===== config.mk =====
export PLATFORM = sky130hd
export DESIGN_NAME = mem_write_first
export DESIGN_NICKNAME = d
export VERILOG_FILES = /design/src/rtl/mem_write_first.sv
export SDC_FILE = /design/constraint.sdc
export NUM_CORES = 1
export LEC_CHECK = 0
export ABC_AREA = 1
export CORE_AREA = 2 2 204 206
export DETAILED_ROUTE_END_ITERATION = 12
export DIE_AREA = 0 0 206 208
export PLACE_DENSITY = 0.75
export SKIP_LAST_GASP = 1
export SLEW_MARGIN = 20
export SYNTH_ARGS = -nofsm -noshare
export SYNTH_HDL_FRONTEND = slang
export SYNTH_SLANG_ARGS = --single-unit

===== constraint.sdc =====
create_clock -name clk -period 3.4 [get_ports clk]
set_input_delay 0.68 -clock clk [delete_from_list [all_inputs] [get_ports clk]]
set_output_delay 0.68 -clock clk [all_outputs]
set_load 0.005 [all_outputs]

===== src/rtl/mem_write_first.sv =====
// mem_write_first: single-port RAM, write-first, registered read, no array reset
module mem_write_first #(
  parameter int DATA_WIDTH = 32,
  parameter int ADDRESS_WIDTH = 4
) (
  input  logic                     clk,
  input  logic                     rst,
  input  logic                     we,
  input  logic [ADDRESS_WIDTH-1:0] addr,
  input  logic [DATA_WIDTH-1:0]    din,
  output logic [DATA_WIDTH-1:0]    dout
);
  reg [DATA_WIDTH-1:0] mem [0:2**ADDRESS_WIDTH-1];
  always_ff @(posedge clk) begin
    if (rst) begin
      dout <= '0;
    end else if (we) begin
      mem[addr] <= din;
      dout <= din;
    end else begin
      dout <= mem[addr];
    end
  end
endmodule


==> impl_metrics.csv, run 1 <==
group,metric,value,unit
die,fp-row-count,74,
sta,fin_ws,1.01,ns
synth,netlist_top_cells_area,"edfxtp_1 (70%), nand2_1 (17%), nand3_1 (3.7%)",
placement,dp_hpwl,27.2,mm
power_and_ir_drop,p_per_area,563,nW/um2
worst_setup_path,crit_chain,"clkdlybuf4s50_1, nor2_1, nand3_1, nor2_4, buf_12",
synth,synthCells,2005,
sta,max_freq,419,MHz
worst_setup_path,endpoint_kind,"register",
clock_tree,cts_buffer_depth,3,
worst_setup_path,cp_data_arrival_time,2.67,ns
clock_tree,clk_pin_slew,0.06,ns
cells_and_area,syn_to_final_growth,14.2,%
cells_and_area,drive_above_1_share,6.75,%
cells_and_area,layout_commonest_cell,"nand2_1",
placement,globalplace.congestion,0.839,
global_route,grt_max_degree,157,
sta,hold_viol_final,0,
detailed_routing,drc,0,
detailed_routing,drt_iter0_drc,1646,
sta,skew,0.00819,ns
clock_tree,ctsHoldBuffers,0,
power_and_ir_drop,p_leak,9.75,nW
min_path,hold_class,"reg2reg",
placement,place_ws,0.477,ns
worst_setup_path,cp_data_required_time,3.69,ns
global_route,antenna_found_initial,0,
worst_setup_path,worstSetupStartpointType,"input pin",
clock_tree,cts_tree,"built",
cells_and_area,n_antenna_cell,0,
sta,timing.hold.ws,0.683,ns
synth,ys_warn_count,0,
synth,synthesis.nets,2044,
synth,synth_cell_types,14,
global_route,grt.total_usage,24.2,%
clock_tree,root_buffer,"clkbuf_16",
clock_tree,postCtsSetupBuffers,0,
sta,relSlewSlack,47.5,%
power_and_ir_drop,finalPower,0.0142,W
worst_setup_path,criticalPathCategory,"in2reg",
placement,placed_area,23400,um2
worst_setup_path,cpPeakStageDelay,0.54,ns
worst_setup_path,crit_slowest_cell,"clkdlybuf4s50_1",
cells_and_area,fin_nets,2097,
die,die-area,42800,um2
run_status,outcome,"finished, final reports clean",
synth,yosysTopAreaCellShare,69.8,%
sta,finalCritPeriodShare,70.2,%
sta,worstMarginPinSlew,0.785,ns
sta,setup_viol,0,
synth,synthesis.area,22000,um2
power_and_ir_drop,ir_drop,368,uV
die,die_width,206,um
clock_tree,clkSinkCount,544,
detailed_routing,routedWlPerCell,19.6,um
clock_tree,cts_resized,0,
detailed_routing,vias,14700,
synth,ys_ff_latch,544,
worst_setup_path,critPathMaxFanout,21,
detailed_routing,dr.pass1.iters,5,
sta,fin_crit,2.39,ns
global_route,grt_pass1_wl,79.1,mm
clock_tree,numCtsBuffers,54,
sta,fin_tns_setup,0,ns
die,ios,71,
cells_and_area,design_area,25200,um2
synth,syn_avg_cell_area,11.0,um2
clock_tree,insertion_delay,0.59,ns
sta,finalMaxSlewViolations,0,
die,core,40600,um2
die,die_h,208,um
cells_and_area,fillers,3043,
placement,portBuffers,70,
global_route,grt_pass1_vias,14400,
clock_tree,htreeDepth,2,
detailed_routing,wl,51.7,mm
sta,rsz0062_at_grt,"false",
die,start_util,54.3,%
global_route,grt_overflow_total,0,
detailed_routing,ant_nets,0,
detailed_routing,avgViaCountPerCell,5.56,
synth,synth-seq-area-share,72.7,%
cells_and_area,layout_common_cells,"nand2_1 (1025), edfxtp_1 (512), nand3_1 (164), clkdlybuf4s50_1 (68), nor2_1 (65)",
job,maxCapViolCount,0,
synth,synth_top_area_cell,"edfxtp_1",
cell type report:
cell class	instances	area [um2]	area share, %
timing repair buffer	110	1200	4.77
clock inverter	17	101	0.403
clock buffer	85	1650	6.56
inverter	11	48.8	0.194
tap	532	666	2.64
sequential	544	16000	63.6
multi-input combinational	1337	5490	21.8
where the power goes:
group | switching (W) | internal [W]
Combinational | 0.000617 | 0.000273
Sequential | 0.0000249 | 0.00743
Clock | 0.00242 | 0.00339
Total | 0.00307 | 0.0111
stage by stage:
step                util, %  instances
CTS                    62.1       2636
global placement       57.7       2534
finish                 62.1       2636
detailed placement     57.7       2534
global route           62.1       2636
floorplan                 -       2005
state kept, by name, summed over array words and instances, names as in the netlist:
| register | flops |
|---|---|
| mem | 512 |
| dout | 32 |
synth_stat cells:
master / instances
inv_1: 9
inv_4: 2
buf_4: 11
buf_1: 8
nand2_1: 1025
o21ai_0: 32
dfxtp_1: 32
nand4_1: 32
nand3_1: 164
edfxtp_1: 512
clkbuf_1: 27
nor2_1: 84
buf_6: 12
buf_2: 55
kinds of logic after synthesis:
kind of cell	synth area share, %
AND/OR/NAND/NOR	23.5
flip-flops	72.7
buffers and inverters	3.04
AO/OA/AOI/OAI	0.727
path summary, 6_finish.rpt:
path                              start               endpoint  slack (ns)  cells after the start
hold reg to reg   mem[12][12]$_DFFE_PP_    dout[12]$_SDFF_PP0_        0.68                      6
hold / removal    mem[12][12]$_DFFE_PP_    dout[12]$_SDFF_PP0_        0.68                      6
setup reg to reg   mem[6][25]$_DFFE_PP_    dout[25]$_SDFF_PP0_        2.23                      8
setup / recovery                    rst  mem[10][20]$_DFFE_PP_        1.01                      5
metal layers:
layer	global-route usage, %	wire length (um)	part of all wire (%)	vias up
met1	32.2	20100	39	6974
met4	9.46	1630	3.2	0
met5	0	0	0	-
met3	4.32	5150	10	119
li1	-	-	-	6846
met2	39.7	24800	48	726
worst max-delay path: cells and delay by family:
| kind | cells | cell delay (ns) |
|---|---|---|
| and+or+nand+nor | 3 | 1.18 |
| buffers and inverters | 2 | 0.78 |
(Power assumes the default switching activity.)
==> inputs of run 2 (changes only) <==
==> constraint.sdc (replaced) <==
create_clock -name clk -period 2 [get_ports clk]
set_input_delay 0.4 -clock clk [delete_from_list [all_inputs] [get_ports clk]]
set_output_delay 0.4 -clock clk [all_outputs]
set_load 0.005 [all_outputs]
==> run 2 against run 1 <==
Worst setup slack got worse by 0.85 ns. Hold slack got worse by 0.16 ns. Flip-flop and latch count unchanged. Critical path type is now reg2out. Non-clock buffer count increased by 49. Register-to-register slack lost 1.4 ns. Clock skew is 0.020 ns higher. Cell count increased by 1.6%. Global-route usage increased by 1.0 points.
==> impl_metrics.csv, run 2 (same netlist as run 1, synthesis figures left out) <==
group,metric,value,unit
worst_setup_path,crit_slowest_cell,"clkdlybuf4s50_1",
cells_and_area,layout_common_cells,"nand2_1 (1025), edfxtp_1 (512), nand3_1 (160), clkdlybuf4s50_1 (68), nor2_1 (64)",
clock_tree,root_buffer,"clkbuf_16",
sta,max_freq,543,MHz
power_and_ir_drop,p_leak,10.0,nW
global_route,grt.total_usage,25.2,%
worst_setup_path,crit_chain,"clkdlybuf4s50_1",
sta,relSlewSlack,48.9,%
cells_and_area,design_area,25900,um2
power_and_ir_drop,swShare,22.1,%
detailed_routing,dr.pass1.iters,6,
clock_tree,postCtsSetupBuffers,0,
worst_setup_path,critPathMaxFanout,1,
worst_setup_path,cp_data_arrival_time,1.44,ns
placement,globalplace.congestion,0.778,
worst_setup_path,crit_family,"buffers and inverters",
die,ios,71,
cells_and_area,largestRegisters,"mem (512), dout (32)",
placement,dp_hpwl,29.7,mm
cells_and_area,syn_to_final_growth,17.4,%
power_and_ir_drop,power.switching,0.00520,W
sta,worstMarginPinSlew,0.765,ns
clock_tree,cts_buffer_depth,3,
job,maxCapViolCount,0,
min_path,hold_class,"in2reg",
placement,dp_cells,2583,
power_and_ir_drop,combPwrFrac,7.0,%
clock_tree,insertion_delay,0.60,ns
cells_and_area,seq_area,16000,um2
placement,placed_area,24300,um2
cells_and_area,multi_input_area,5540,um2
die,fp-row-count,74,
detailed_routing,routedWlPerCell,20.0,um
global_route,grt_use_met1,34.6,%
worst_setup_path,endpoint_kind,"primary output",
clock_tree,cts_resized,0,
power_and_ir_drop,p_per_area,910,nW/um2
clock_tree,clkSinkCount,544,
power_and_ir_drop,p_seq_share,53.8,%
run_status,outcome,"finished, final reports clean",
clock_tree,numCtsBuffers,52,
worst_setup_path,worst-path-buf-inv,1,
cells_and_area,fillers,3007,
sta,setup_viol,0,
sta,finalMaxSlewViolations,0,
worst_setup_path,criticalPathCategory,"reg2out",
detailed_routing,wl,53.4,mm
power_and_ir_drop,cell_internal_pwr,0.0183,W
die,core,40600,um2
global_route,grt_pass1_wl,82.2,mm
die,start_util,54.3,%
sta,hold_viol_final,0,
detailed_routing,drc,0,
cells_and_area,n_antenna_cell,0,
global_route,grt_overflow_total,0,
detailed_routing,ant_nets,0,
die,die_width,206,um
global_route,antenna_found_initial,0,
worst_setup_path,cpPeakStageDelay,0.52,ns
clock_tree,ctsHoldBuffers,0,
cells_and_area,layout_commonest_cell,"nand2_1",
global_route,grt_use_met3,4.21,%
clock_tree,cts_tree,"built",
global_route,met2_usage,40.2,%
cells_and_area,fin_nets,2144,
detailed_routing,avgViaCountPerCell,5.61,
die,die_h,208,um
sta,fin_crit,1.84,ns
cells_and_area,drive_above_1_share,8.72,%
sta,finalCritPeriodShare,92.1,%
worst_setup_path,cp_data_required_time,1.60,ns
global_route,grt_max_degree,75,
detailed_routing,vias,15000,
sta,skew,0.0284,ns
cells_and_area,fin_cells,2677,
global_route,grt.busiest_layer,"met2",
cells_and_area,largest_register,"mem",
cells_and_area,largest_reg_flops,512,
detailed_routing,drt_iter0_drc,1594,
global_route,grt_pass1_vias,14500,
worst_setup_path,worstSetupStartpointType,"register",
power_and_ir_drop,pwr-share-clk,39.2,%
sta,rsz0062_at_grt,"false",
power_and_ir_drop,ir_drop,666,uV
placement,portBuffers,70,
clock_tree,clk_pin_slew,0.06,ns
clock_tree,htreeDepth,2,
die,die-area,42800,um2
## run 2: cell count changes in the layout (fill, tap and decap cells not counted), moves of 3 or more
cell,delta
nand3_1,-4
clkbuf_8,-8
nand3_4,+4
buf_4,+13
clkinv_1,+5
clkbuf_1,-4
buf_12,+36
clkbuf_16,-3
## run 2: routing by layer
layer  wire [um]  vias up
met3        4510      126
met5           0        -
met2       25500      745
met1       21500     7184
li1            -     6960
met4        1930        0
## run 2: final cells by class
type | instances | share of cell area (%)
multi-input cells | 1337 | 21.4
well taps | 532 | 2.57
clock buffers | 69 | 5.56
flip-flops and latches | 544 | 61.9
clock inverters | 25 | 0.566
repair buffers | 159 | 7.81
inverters | 11 | 0.189
## run 2: path summary, 6_finish.rpt
check / startpoint / endpoint / slack, ns / cells past startpoint
max: dout[30]$_SDFF_PP0_ / dout[30] / 0.16 / 1
min: addr[0] / dout[29]$_SDFF_PP0_ / 0.52 / 7
max reg2reg: mem[9][28]$_DFFE_PP_ / dout[28]$_SDFF_PP0_ / 0.85 / 8
min reg2reg: mem[12][16]$_DFFE_PP_ / dout[16]$_SDFF_PP0_ / 0.69 / 6
## run 2: power by group through the flow
stage	Combinational (W)	Clock, W	Sequential, W
2_1_floorplan	0.000872	0	0.0129
3_3_place_gp	0.00160	0	0.0129
3_5_place_dp	0.00163	0	0.0129
4_1_cts	0.00164	0.00933	0.0127
5_1_grt	0.00182	0.00973	0.0127
6_report	0.00165	0.00922	0.0127
## run 2: per-stage QoR
step | TNS (ns) | power [W] | hold slack [ns] | worst slack (ns) | util (%)
2_1_floorplan | 0 | 0.0138 | 0.499 | 0.0105 | -
3_3_place_gp | -38.06 | 0.0145 | 0.664 | -0.210 | 59.9
3_5_place_dp | -41.28 | 0.0145 | 0.672 | -0.171 | 59.9
4_1_cts | 0 | 0.0236 | 0.485 | 0.124 | 63.8
5_1_grt | 0 | 0.0242 | 0.563 | 0.126 | 63.8
6_report | 0 | 0.0235 | 0.522 | 0.157 | 63.8
## run 2: tightest hold or removal path: cells and delay by family
family	cells	cell delay, ns
AND/OR/NAND/NOR	6	0.44
buffers and inverters	1	0.21
